--- config.mk ---
export PLATFORM = sky130hd
export DESIGN_NAME = gba_sound_fifo
export DESIGN_NICKNAME = d
export VERILOG_FILES = /design/src/rtl/pproc_bus_gba.sv /design/src/rtl/gba_sound_fifo_mem.sv /design/src/rtl/gba_sound_fifo.sv
export SDC_FILE = /design/constraint.sdc
export NUM_CORES = 1
export LEC_CHECK = 0
export BUFFER_PORTS_ARGS = -buffer_cell sky130_fd_sc_hd__buf_4
export CAP_MARGIN = 25
export CELL_PAD_IN_SITES_DETAIL_PLACEMENT = 0
export CELL_PAD_IN_SITES_GLOBAL_PLACEMENT = 1
export CORE_MARGIN = 2
export CORE_UTILIZATION = 50
export CTS_CLUSTER_DIAMETER = 60
export DETAILED_ROUTE_END_ITERATION = 16
export PLACE_DENSITY_LB_ADDON = 0.1
export SYNTH_ARGS = -nofsm -noshare
export SYNTH_HDL_FRONTEND = slang
export SYNTH_HIERARCHICAL = 1
export SYNTH_SLANG_ARGS = --single-unit
--- constraint.sdc ---
create_clock -name clk -period 8.15 [get_ports clk]
set_input_delay 0.4075 -clock clk [delete_from_list [all_inputs] [get_ports clk]]
set_output_delay 0.4075 -clock clk [all_outputs]
set_load 0.1 [all_outputs]
--- src/rtl/pproc_bus_gba.sv ---
// Shared GBA peripheral-bus definitions: register map entries and sound FIFO sizing.
package pproc_bus_gba;

  typedef struct packed {
    logic [27:0] adr;
    logic [4:0]  upper;
    logic [4:0]  lower;
    logic [31:0] def_val;
  } regmap_type;

  localparam regmap_type FIFO_A = '{adr: 28'h40000A0, upper: 5'd31, lower: 5'd0, def_val: 32'h0};
  localparam regmap_type FIFO_B = '{adr: 28'h40000A4, upper: 5'd31, lower: 5'd0, def_val: 32'h0};

  localparam int SND_FIFO_DEPTH      = 8;
  localparam int SND_FIFO_DMA_THRESH = 4;

endpackage

--- src/rtl/gba_sound_fifo_mem.sv ---
// Word storage for the DirectSound FIFO: one synchronous write port, one synchronous
// read port with write-to-read forwarding so a freshly written head word is visible next cycle.
module gba_sound_fifo_mem #(
  parameter int DEPTH = 8,
  parameter int PTR_W = 3
) (
  input  logic             clk,
  input  logic             we_i,
  input  logic [PTR_W-1:0] waddr_i,
  input  logic [31:0]      wdata_i,
  input  logic [PTR_W-1:0] raddr_i,
  output logic [31:0]      rdata_o
);

  logic [31:0] mem_q [DEPTH];
  logic [31:0] rdata_q;

  // NOTE: the array has no reset; contents are only read once level says a slot is valid.
  always_ff @(posedge clk) begin
    if (we_i) begin
      mem_q[waddr_i] <= wdata_i;
    end
    rdata_q <= (we_i && (waddr_i == raddr_i)) ? wdata_i : mem_q[raddr_i];
  end

  assign rdata_o = rdata_q;

endmodule

--- src/rtl/gba_sound_fifo.sv ---
// DirectSound sample FIFO for one GBA channel: word pushes from the bus, byte pops on timer ticks.
// Define GBA_SOUND_FIFO_UNDERRUN_EN to build the sticky underrun flag; otherwise it reads 0.
module gba_sound_fifo
  import pproc_bus_gba::*;
#(
  parameter logic [27:0] FIFO_ADR    = 28'h0,
  parameter int          DEPTH_WORDS = SND_FIFO_DEPTH,
  parameter int          DMA_THRESH  = SND_FIFO_DMA_THRESH,
  localparam int         PTR_W       = $clog2(DEPTH_WORDS),
  localparam int         LVL_W       = PTR_W + 1
) (
  input  logic             clk,
  input  logic             reset,
  input  logic             gb_on,
  input  logic [31:0]      gb_bus_din,
  output logic [31:0]      gb_bus_dout,
  input  logic [27:0]      gb_bus_adr,
  input  logic             gb_bus_rnw,
  input  logic             gb_bus_ena,
  input  logic [3:0]       gb_bus_be,
  input  logic             tick0,
  input  logic             tick1,
  input  logic             timer_sel,
  input  logic             fifo_reset,
  output logic [7:0]       sample,
  output logic             dma_req,
  output logic [LVL_W-1:0] level,
  output logic             underrun
);

  localparam logic [LVL_W-1:0] FULL_LVL   = LVL_W'(DEPTH_WORDS);
  localparam logic [LVL_W-1:0] THRESH_LVL = LVL_W'(DMA_THRESH);

  logic [PTR_W-1:0] wr_ptr_q, wr_ptr_d;
  logic [PTR_W-1:0] rd_ptr_q, rd_ptr_d;
  logic [1:0]       rd_byte_q, rd_byte_d;
  logic [LVL_W-1:0] level_q, level_d;
  logic [7:0]       sample_q, sample_d;
  logic             dma_req_q, dma_req_d;

  logic        push, tk, pop, free, accept, clr, mem_we;
  logic [31:0] head_word;
  logic [7:0]  head_byte;

  // Write-only register: the read bus is wired-OR, so contribute nothing.
  assign gb_bus_dout = '0;

  assign push   = gb_on & gb_bus_ena & ~gb_bus_rnw & (gb_bus_adr == FIFO_ADR) & (|gb_bus_be);
  assign tk     = gb_on & (timer_sel ? tick1 : tick0);
  assign clr    = gb_on & fifo_reset;
  assign pop    = tk & (level_q != '0);
  assign free   = pop & (rd_byte_q == 2'd3);
  assign accept = push & ((level_q != FULL_LVL) | free);
  assign mem_we = accept & ~clr;

  always_comb begin
    case (rd_byte_q)
      2'd0:    head_byte = head_word[7:0];
      2'd1:    head_byte = head_word[15:8];
      2'd2:    head_byte = head_word[23:16];
      default: head_byte = head_word[31:24];
    endcase
  end

  // NOTE: every next-state signal gets its hold value first so no branch can infer a latch.
  always_comb begin
    wr_ptr_d  = wr_ptr_q;
    rd_ptr_d  = rd_ptr_q;
    rd_byte_d = rd_byte_q;
    level_d   = level_q;
    sample_d  = sample_q;
    dma_req_d = 1'b0;
    if (clr) begin
      wr_ptr_d  = '0;
      rd_ptr_d  = '0;
      rd_byte_d = '0;
      level_d   = '0;
      sample_d  = '0;
    end else begin
      if (accept) wr_ptr_d = wr_ptr_q + PTR_W'(1);
      if (pop) begin
        sample_d  = head_byte;
        rd_byte_d = rd_byte_q + 2'd1;
      end
      if (free) rd_ptr_d = rd_ptr_q + PTR_W'(1);
      case ({accept, free})
        2'b10:   level_d = level_q + LVL_W'(1);
        2'b01:   level_d = level_q - LVL_W'(1);
        default: level_d = level_q;
      endcase
      dma_req_d = free & (level_d <= THRESH_LVL);
    end
  end

  // NOTE: sequential state uses non-blocking assignments so all registers update together.
  always_ff @(posedge clk) begin
    if (reset) begin
      wr_ptr_q  <= '0;
      rd_ptr_q  <= '0;
      rd_byte_q <= '0;
      level_q   <= '0;
      sample_q  <= '0;
      dma_req_q <= 1'b0;
    end else begin
      wr_ptr_q  <= wr_ptr_d;
      rd_ptr_q  <= rd_ptr_d;
      rd_byte_q <= rd_byte_d;
      level_q   <= level_d;
      sample_q  <= sample_d;
      dma_req_q <= dma_req_d;
    end
  end

  // Reading at the next head pointer keeps the head word prefetched for 1-cycle sample latency.
  gba_sound_fifo_mem #(
    .DEPTH (DEPTH_WORDS),
    .PTR_W (PTR_W)
  ) u_mem (
    .clk     (clk),
    .we_i    (mem_we),
    .waddr_i (wr_ptr_q),
    .wdata_i (gb_bus_din),
    .raddr_i (rd_ptr_d),
    .rdata_o (head_word)
  );

`ifdef GBA_SOUND_FIFO_UNDERRUN_EN
  logic underrun_q;

  always_ff @(posedge clk) begin
    if (reset) begin
      underrun_q <= 1'b0;
    end else if (clr) begin
      underrun_q <= 1'b0;
    end else if (tk && (level_q == '0)) begin
      underrun_q <= 1'b1;
    end
  end

  assign underrun = underrun_q;
`else
  assign underrun = 1'b0;
`endif

  assign sample  = sample_q;
  assign dma_req = dma_req_q;
  assign level   = level_q;

endmodule

# Word-level counts from Yosys, hierarchy flattened
# Memories as Yosys holds them, arrays and structs flattened. A register that Yosys moved wholly into a read port is not among the register bits.
# Cells that the tools add are included.
# W data, S select, Z words.
# totals
reg_bits,21
ram_bits,256
in_bits,73
output_inout_bits,46
elab_cells,46
mem_count,1
# mem_list
name,words,width,rd,rd_clocked_by_memory_dff,wr,line,source
u_mem.mem_q,8,32,1,1,1,gba_sound_fifo_mem.sv:15,logic [31:0] mem_q [DEPTH];
# classes
addsub,5
order_cmp,1
eq_ne,6
muxes,8
bitwise_logic,14
n_reduce_logical,5
# ops
cell,count
$logic_not A28 Y1,1
$pmux W8 S3,1
$and A1 B1 Y1,11
$pmux W4 S2,1
$add A3 B1 Y3 const B,2
$eq A2 B2 Y1 const B,3
$mux W3,2
$add A4 B1 Y4 const B,1
$eq A2 B1 Y1 const B,2
$le A4 B3 Y1 const B,1
$mux W4,1
$ne A4 B4 Y1 const B,1
$reduce_bool A4 Y1,1
$reduce_or A4 Y1,1
$sub A4 B1 Y4 const B,1
$mux W1,3
$add A2 B1 Y2 const B,1
$logic_not A2 Y1,1
$not A1 Y1,2
$reduce_or A2 Y1,1
$or A1 B1 Y1,1

# Depth between registers and ports, before layout
# Gate-level depths: netlist of the first run.
# logic_depth
depth_word,11
depth_mapped,13
ltp_nobuf,11

# Modules after synthesis
# The synthesis of the first run kept the hierarchy.
# modules_own_cells
mod,instances,cells_each,area_each_um2,seq_area_each_um2
gba_sound_fifo_mem,1,386,9885.7,7747.4
gba_sound_fifo,1,205,1667.8,420.4

# Worst setup path after synthesis of the first run
# OpenSTA, ideal clock, no wires.
# synth_timing
path_kind,reg-to-reg
startpoint,register level_q[0] (netlist: level[0])
endpoint,memory u_mem.mem_q[0][0] (enable)
setup_time_ns,0.461
t_arrival_ns,4.250
slack_ns,3.439
stages_incl_launch_ff,8
path_cell_list,dfxtp_1 clkbuf_1 nor3_1 o211ai_1 nand4_1 a21oi_1 nand2b_1 nor3_1
# synth_between
elab_chain_cells,8
# synth_rtl
item,line,source
"start, declared",gba_sound_fifo.sv:37,"logic [LVL_W-1:0] level_q, level_d;"
"start signal, assigned",gba_sound_fifo.sv:108,level_q <= level_d;
$reduce_bool A4 Y1,gba_sound_fifo.sv:51,assign pop = tk & (level_q != '0);
$and A1 B1 Y1,gba_sound_fifo.sv:51,
$and A1 B1 Y1,gba_sound_fifo.sv:52,assign free = pop & (rd_byte_q == 2'd3);
$or A1 B1 Y1 (*),gba_sound_fifo.sv:53,assign accept = push & ((level_q != FULL_LVL) | free);
$and A1 B1 Y1 (*),gba_sound_fifo.sv:53,
$and A1 B1 Y1 (*),gba_sound_fifo.sv:54,assign mem_we = accept & ~clr;
via mem_we,gba_sound_fifo.sv:41,"logic push, tk, pop, free, accept, clr, mem_we;"
$mux W1 (*),gba_sound_fifo_mem.sv:20,if (we_i) begin
$mux W1 (not written as such) (*),gba_sound_fifo_mem.sv:21,mem_q[waddr_i] <= wdata_i;
"end, declared",gba_sound_fifo_mem.sv:15,
# Mark *: on every way through the listed nets, which the timed path passes. The rest lies on a longest branch.

==> results list, run 1 <==
- Ys Warns: 6
- Setup violations remaining at the end of the flow were counted as 0.
- Averaged over all synthesized cells, the footprint is 19.55 um2.
* Maximum number of pins on one net before global-route repair: 65
- Max-cap violations in this run came to 0.
- From synthesis to final layout, the design area changed by 15.81%.
- Wire length of the first global-routing pass: between 30000 and 40000 um
- Of the cells placed in the final design, the portion with a size suffix greater than 1 is 0.2921.
* Ratio of final minimum period to clock period: 0.4157
- Min Hold Slack: 0.07988 ns
- The count of buffers added on input and output ports is 85.
* Reg power frac: 0.535
- Overall routing resource usage: 0.1918
- The mapped netlist covers 11550 um2.
- The longest clock path from root to sink contains 3 buffers.
- Dividing total power by cell area gives a power density of 218.6 nW/um2.
- Hold crit path type: in -> reg
- The flow ran to the end, and the final reports show no timing, DRC or antenna violations.
- Antenna viol nets, final: 0
- In this run the most used layer during global routing was met2.
* Antenna violations before repair: 0
- Dpl hpwl: 14590 um
- Headroom to the max-slew limit came out at 0.3627.
- Most used flip-flop cell after synthesis: edfxtp_1
* Die Y-Extent: 156.0 um
- Cell Int Power: 2.319 mW
* Most common library cell in the layout ignoring fill and taps: edfxtp_1
- CTS clock-pin slew for the worst setup and hold paths: 0.06 ns
- The first detailed-routing pass took 4 iterations.
* Root Buffer Master: clkbuf_16
- Worst path required time: 8.55 ns
- Count of cells resized by post-cts repair: 0
* Post-route setup slack: 4.762 ns
- For this run the aggregate overflow at the end of global routing stands at 0.
- Of the total power, the clock network draws 0.426.
- STA classifies the critical path endpoint as a flip-flop.
- Total Die Area: between 20000 and 25000 um2
* Die width: 156.0 um
- The synthesized design contains between 200 and 300 enable-type register cells.
- Transition at the pin with the smallest max-transition slack: roughly 0.96 ns
- Of the total power, the share spent switching nets is 0.2073.
- TritonCTS clock tree: built
* Synth async-reset ratio: 0
- The initial utilization of the core area, before any placement, comes to 0.5103.
- Met2 Usage GRT: 0.3213
* Share of synthesized area occupied by flip-flops and latches: 0.7070
* Max frequency: 295.2 MHz
* Switching pwr: 0.6064 mW
- Synthesized netlist cell count: ~600
- Clock latency reported for the late side of the worst-skew pair: around 0.54 ns
- Met3 layer usage reported by global route: 0.02889
* Buffers inserted during post-CTS setup optimization: 0
- Number of buffers created by CTS: 28
- Hold Fails Final Rpt: 0
- Along the worst path, the maximum fanout reaches 48.
* Critical path launch point type: flip-flop
- Setup repair after global routing left no endpoint under its margin.
- The via count of the first global-routing pass was 5776.
* Average routed wire per standard cell: 23.64 um
- Core Area: 22640 um2
- Hold repair after CTS inserted 0 buffers.
- Synth cell types: 44
- The repair_antennas step left the layout with diodes totalling 0.
- Worst endpoint data arrival time: 3.78 ns
- Placed Cells: 945
- After detailed routing, the number of vias per cell comes to 5.847.
* Number of design rule violations left after detail routing: 0
- TNS Setup: 0 ns
* Combinational cell fraction of total power: 0.039
- Worst Skew: 0.01226 ns
- For this block, the via count after detailed routing is 5829.
* Clock H-tree levels: 1
- Number of DRC markers in iteration 0: approximately 520
- Leakage power total: 4.502 nW
* Row cnt: 55
- Commonest cells after routing, fill and taps aside: edfxtp_1 (256), buf_4 (92), mux4_1 (40), conb_1 (33), mux2_2 (32)
* Placer's final routability congestion estimate: 0.8006
* Shortest clock period the worst path allows after layout: 3.388 ns
- Before CTS, the worst setup slack after placement is 4.787 ns.
- Final wirelength: approximately 24000 um
* Number of I/O pins: between 100 and 150
- The count of cells in the finished layout, fillers not included, comes to 997.
- Maximum ir drop on the vdd rail: 0.1532 mV
- Final total power: 2.925 mW
- Crit path kind: reg -> reg
* Count of state elements after synthesis: between 200 and 300
* Number of pins with negative max-slew slack in the final report: 0
* CTS sink cnt: 280
* Net count of the finished layout: between 700 and 800
- In the global route stage, met1 resource usage came out at 0.2705.
==> Yosys cell counts, drive strengths merged (2+ instances only) <==
library cell  count  share of area
or4               3         0.0023
ha                9         0.0097
o21ai            10         0.0043
nand2            22         0.0071
clkbuf            5         0.0016
nand2b            5         0.0027
edfxtp          256           0.67
xor2              2         0.0015
xnor2             3         0.0023
nor4              5         0.0027
mux2             32          0.031
mux2i            17          0.015
or3               2         0.0011
nand4             2         0.0011
a21oi             9         0.0039
nor3              8         0.0043
o221ai            2         0.0015
and3              2         0.0011
buf              56          0.035
inv               6         0.0019
nand3             3         0.0013
a222oi            8         0.0069
nor2             23         0.0075
mux4             64           0.14
dfxtp            24          0.042
==> cell type report <==
| class | instances | area (um2) |
|---|---|---|
| inverters | 6 | 22.52 |
| clock buffers | 39 | 782.0 |
| fillers | 1652 | 9260 |
| well taps | 285 | 356.6 |
| flip-flops and latches | 280 | 8173 |
| repair buffers | 98 | 810.8 |
| multi-input cells | 276 | 3115 |
| clock inverters | 13 | 120.1 |
==> per-layer routing <==
| metal | routed length (um) | up-vias |
|---|---|---|
| met5 | 0 | - |
| met4 | 378 | 0 |
| met2 | 11460 | 222 |
| met3 | 1568 | 33 |
| met1 | 10160 | 3018 |
| li1 | - | 2556 |
==> through the flow <==
| step | util | instance area, um2 |
|---|---|---|
| after floorplan | - | 11670 |
| final | 0.5910 | 13380 |
| after global routing | 0.5910 | 13380 |
| after detailed placement | 0.5511 | 12480 |
| after CTS | 0.5910 | 13380 |
| after global placement | 0.5458 | 12360 |
==> flip-flops by register name, indices dropped and copies added, names as in the netlist, named ones only <==
signal,flops
u_mem/mem_q,256
sample,8
level,4
rd_ptr_q,3
wr_ptr_q,3
rd_byte_q,2
dma_req,1
==> logic make-up (layout without fill, tap and decap cells) <==
kind of cell / after synthesis / count (layout) / synth area share
AND/OR/NAND/NOR: 81 / 81 / 0.03530
multiplexers: 113 / 113 / 0.1837
buffers and inverters: 67 / 156 / 0.03855
AO/OA/AOI/OAI: 34 / 34 / 0.01993
XOR/XNOR: 5 / 5 / 0.003791
adder cells (fa/ha/maj): 10 / 10 / 0.01148
other: 1 / 33 / 0.0003246
flip-flops: 280 / 280 / 0.7070
==> power groups by stage <==
stage,logic (mW),registers (mW),clock network (mW)
final,0.115,1.56,1.25
after global routing,0.121,1.56,1.32
after CTS,0.116,1.56,1.27
after detailed placement,0.116,1.59,0
after global placement,0.113,1.59,0
after floorplan,0.0827,1.60,0
==> worst max-delay path, stage by stage, from the launching register on <==
cell	delay [ns]
dfxtp_4	0.55
buf_4	0.75
mux4_1	0.63
mux2_2	0.30
a222oi_1	0.49
o21ai_0	0.23
mux2i_1	0.18
nor2_1	0.06
==> final timing paths <==
path | to | slack, ns | startpoint | cells after the start
setup reg to reg | sample[2] | 4.76 | flip-flop | 7
hold / removal | rd_ptr_q[1] | 0.08 | reset | 2
setup / recovery | sample[2] | 4.76 | flip-flop | 7
hold reg to reg | sample[0] | 0.51 | sample[0] | 2
(Power assumes the default switching activity.)
==> run 2: changes to the inputs <==
Settings changed: ABC_AREA from default to 1, CORE_UTILIZATION 50 to 46.
Clock period 8.15 ns to 3.5 ns, I/O delays scaled along.
==> run 2 against run 1 <==
  * Clock power grew 130%
  * Critical path depth up 2
  * Worst hold slack gained 0.055 ns
  * Largest power group unchanged
  * Area after synthesis is 13% higher
  * Critical endpoint is now u_mem/mem_q[1][4]
  * Worst setup slack got worse by 4.0 ns
  * First-iteration DRC count up 27%
  * Synthesized cell count grew 140%
  * Clock-buffer cell count shrank 5
  * Sequential share of layout area is 7.4 points lower
==> results list, run 2 <==
* Run status: finished, final reports clean
- Crit path kind: in -> reg
- Across the run, the number of max-cap violations was 0.
* Proportion of layout cells with a drive suffix above 1: 0.1084
- In this run the most critical hold path is launched from timer_sel.
* Overall routing resource usage: 0.2100
* Number of buffers created by CTS: 30
- Power density over the cells: 449.6 nW/um2
- First-pass iteration count of the detailed router: 5
- Total gr overflow: 0
- In the synthesized netlist the async set-or-reset flop fraction comes to 0.
* Clock latency reported for the late side of the worst-skew pair: 0.55 ns
* Buffer and inverter count on the worst path: 5
- At the pin with the least slew margin, the transition time is 1.060 ns.
* Layout filler cell count: 2512
- In this run the cell area measured after placement is between 10000 and 15000 um2.
* Library cell occupying the most area in the post-synthesis netlist: edfxtp_1
- VDD sags by at most roughly 0.37 mV.
- Setup violations remaining at the end of the flow were counted as 0.
- Antenna viol nets, final: 0
* Count of cells resized by post-cts repair: 0
- Compound-Gate Fraction of Synth Area: 0.01467
- Largest register by flop count: u_mem/mem_q
- After detailed routing, the number of remaining DRC violations is 0.
- Root Buffer Master: clkbuf_16
- Wire length of the first global-routing pass: around 47000 um
- Number of pins with negative max-slew slack in the final report: 0
- RSZ-0062 raised after global routing: no
- Cells taking the most area after synthesis: edfxtp_1 (59%), nand2_1 (14%), inv_1 (8.2%)
- Measured against the total synthesized area, the mux share comes to 0.
- The synthesized design contains 280 register bits.
- The number of antenna diodes in the final layout is 0.
* Number of buffers inserted for hold repair after clock tree synthesis: 37
- Worst endpoint data arrival time: roughly 3.0 ns
- Synthesis handed over a netlist of 1400 instances.
* Combined area of all synthesized cells: ~13000 um2
- Summing internal, switching and leakage power gives about 6.8 mW.
- During synthesis, Yosys emitted a total of 6 warnings.
- The startpoint identified for the worst register-to-register timing path is rd_byte_q[0].
- Critical-path cell with the highest stage delay: nor2_4
- Most used flip-flop cell after synthesis: edfxtp_1
- Remaining max-slew budget at the tightest pin: 0.2926
* Net count of the finished layout: roughly 1600
- The share of synthesized area in the top cell type comes to 0.5890.
* Crit-path max cell delay: ~0.67 ns
- Ratio of final minimum period to clock period: 0.7790
* Synth top cells by count: nand2_1 (482), inv_1 (284), edfxtp_1 (256), nand3_1 (144), nor2_1 (52)
* Hold Fails Final Rpt: 0
- Launching instance or port of the critical path: gb_on
* Share of synthesized area occupied by flip-flops and latches: 0.6258
* Worst path required time: between 3 and 4 ns
* Placer's final routability congestion estimate: 0.7724
- The min-delay analysis places its worst path in the category in -> reg.
* Count leader, synth: nand2_1
* Buffers inserted during post-CTS setup optimization: 0
- Of the total synthesized cell area, the portion taken by AND, OR, NAND and NOR gates is 0.2201.
- Highest net fanout along the worst path: 21
* IO Port Bufs: 85
- Number of flip-flops under the largest register name: 256
- Timing would allow up to 366.8 MHz.
* Post-layout instance area: about 15000 um2
* Number of vias in the routed layout: between 8000 and 9000
* XOR/XNOR share of the synthesized area: 0.002013
- Antenna violations before repair: 0
- Final wirelength: 30540 um
* Leakage power total: 6.956 nW
- Leaving out fill and tap cells, the most frequent cell in the layout is nand2_1.
- The worst setup path is launched from an input pin.
- Counting every sink on the clock net gives 280.
* Number of I/O pins: approximately 120
- Core Area: around 28000 um2
- Broken down by cell family, the worst path's largest delay share belongs to buffers and inverters.
- STA classifies the critical path endpoint as a flip-flop.
- Walking the worst path, the cells encountered are dlygate4sd3_1, buf_4, nand2_1, dlygate4sd3_1, inv_1, nor2_1, nand2_1, nor2_4, buf_4.
* TNS Setup: 0 ns
- From synthesis to final layout, the design area changed by 16.69%.
* Maximum number of pins on one net before global-route repair: 74
- Once detailed placement completed, the half-perimeter wirelength came to 18960 um.
* Total Die Area: 29740 um2
* Via count of the first global-routing pass: between 8000 and 9000
- A synthesized cell averages 9.322 um2.
* Via/cell ratio: 4.658
* Die width: 172.4 um
- The longest clock path from root to sink contains 3 buffers.
* Clock H-tree levels: 1
- The detailed router finished its first iteration with 666 violations.
* Adder and majority gate portion of the synthesized area: 0.01016
- In the final routed layout, each cell accounts on average for 15.92 um.
* Worst Skew: roughly 0.012 ns
- For this configuration, the core starts out at a cell density of 0.4685.
- TritonCTS built the clock tree.
- The clock period could shrink to ~2.7 ns.
- The die is 172.4 um tall.
- Largest family of logic cells by synthesized area: simple AND/OR/NAND/NOR gates
- After clock tree synthesis, the clock-pin slew on the worst setup and hold paths is 0.06 ns.
- The library cells used most frequently in the layout, excluding fill and tap cells, are nand2_1 (482), inv_1 (284), edfxtp_1 (256), nand3_1 (144), buf_4 (100).
- After floorplanning, the core was divided into 61 placement rows.
- Synth cell types: 32
* Number of synthesized flops with an enable pin: 256
[run 2: cell count changes in the layout (fill, tap and decap cells not counted), sizes merged, moves of 17 or more]
cell	before	now
nand2	22	488
inv	6	285
nand3	3	144
mux4	64	0
dlygate4sd3	0	37
nor2	23	56
mux2	32	0
mux2i	17	0
[run 2: kinds of logic (layout without fill, tap and decap cells)]
kind of cell	Yosys count	after routing
DFF	280	280
adders and majority gates	10	10
other	1	33
xor gates and xnor gates	3	3
buffers and inverters	374	483
and+or+nand+nor	695	695
AOI/OAI and AO/OA	37	37
[run 2: power by group]
group          internal (mW)  switching [mW]
Sequential              3.64  0.000000000154
Combinational         0.0853           0.235
Clock                   1.63            1.25
[run 2: worst paths after layout]
kind,endpoint,slack [ns],depth (start not counted)
hold / removal,flip-flop,0.14,5
hold reg to reg,wr_ptr_q[2],0.50,2
setup reg to reg,u_mem/mem_q[1][4],0.82,8
setup / recovery,u_mem/mem_q[1][4],0.77,9
[run 2: tightest hold or removal path, stage by stage]
cell     delay, ns
buf_4         0.08
nand2_1       0.09
nand4_4       0.14
xor2_1        0.09
nor2_1        0.07
[run 2: metrics by stage]
step                      worst slack, ns  hold slack, ns    util  instances
final                              0.7734          0.1353  0.5467       1919
after floorplan                   -0.1293          0.2543       -       1432
after global placement             0.8964          0.3671  0.5012       1827
after detailed placement           0.8030          0.3685  0.5012       1827
after global routing               0.6557          0.1856  0.5467       1919
after CTS                          0.7652          0.1279  0.5467       1919
[run 2: final cells by class]
cell class	count	area [um2]	area share
inverters	287	1080	0.07090
repair buffers	141	1201	0.07887
clock buffers	34	765.7	0.05028
flip-flops and latches	280	8173	0.5366
well taps	378	473.0	0.03105
clock inverters	21	130.1	0.008544
multi-input cells	778	3407	0.2237
[run 2: per-layer routing]
| metal | wire (um) | share of wire | vias up | track usage |
|---|---|---|---|---|
| met2 | 14240 | 0.47 | 173 | 0.3461 |
| met1 | 14400 | 0.47 | 4202 | 0.2954 |
| li1 | - | - | 4530 | - |
| met4 | 485 | 0.016 | 0 | 0.04932 |
| met5 | 0 | 0 | - | 0 |
| met3 | 1425 | 0.047 | 33 | 0.03021 |
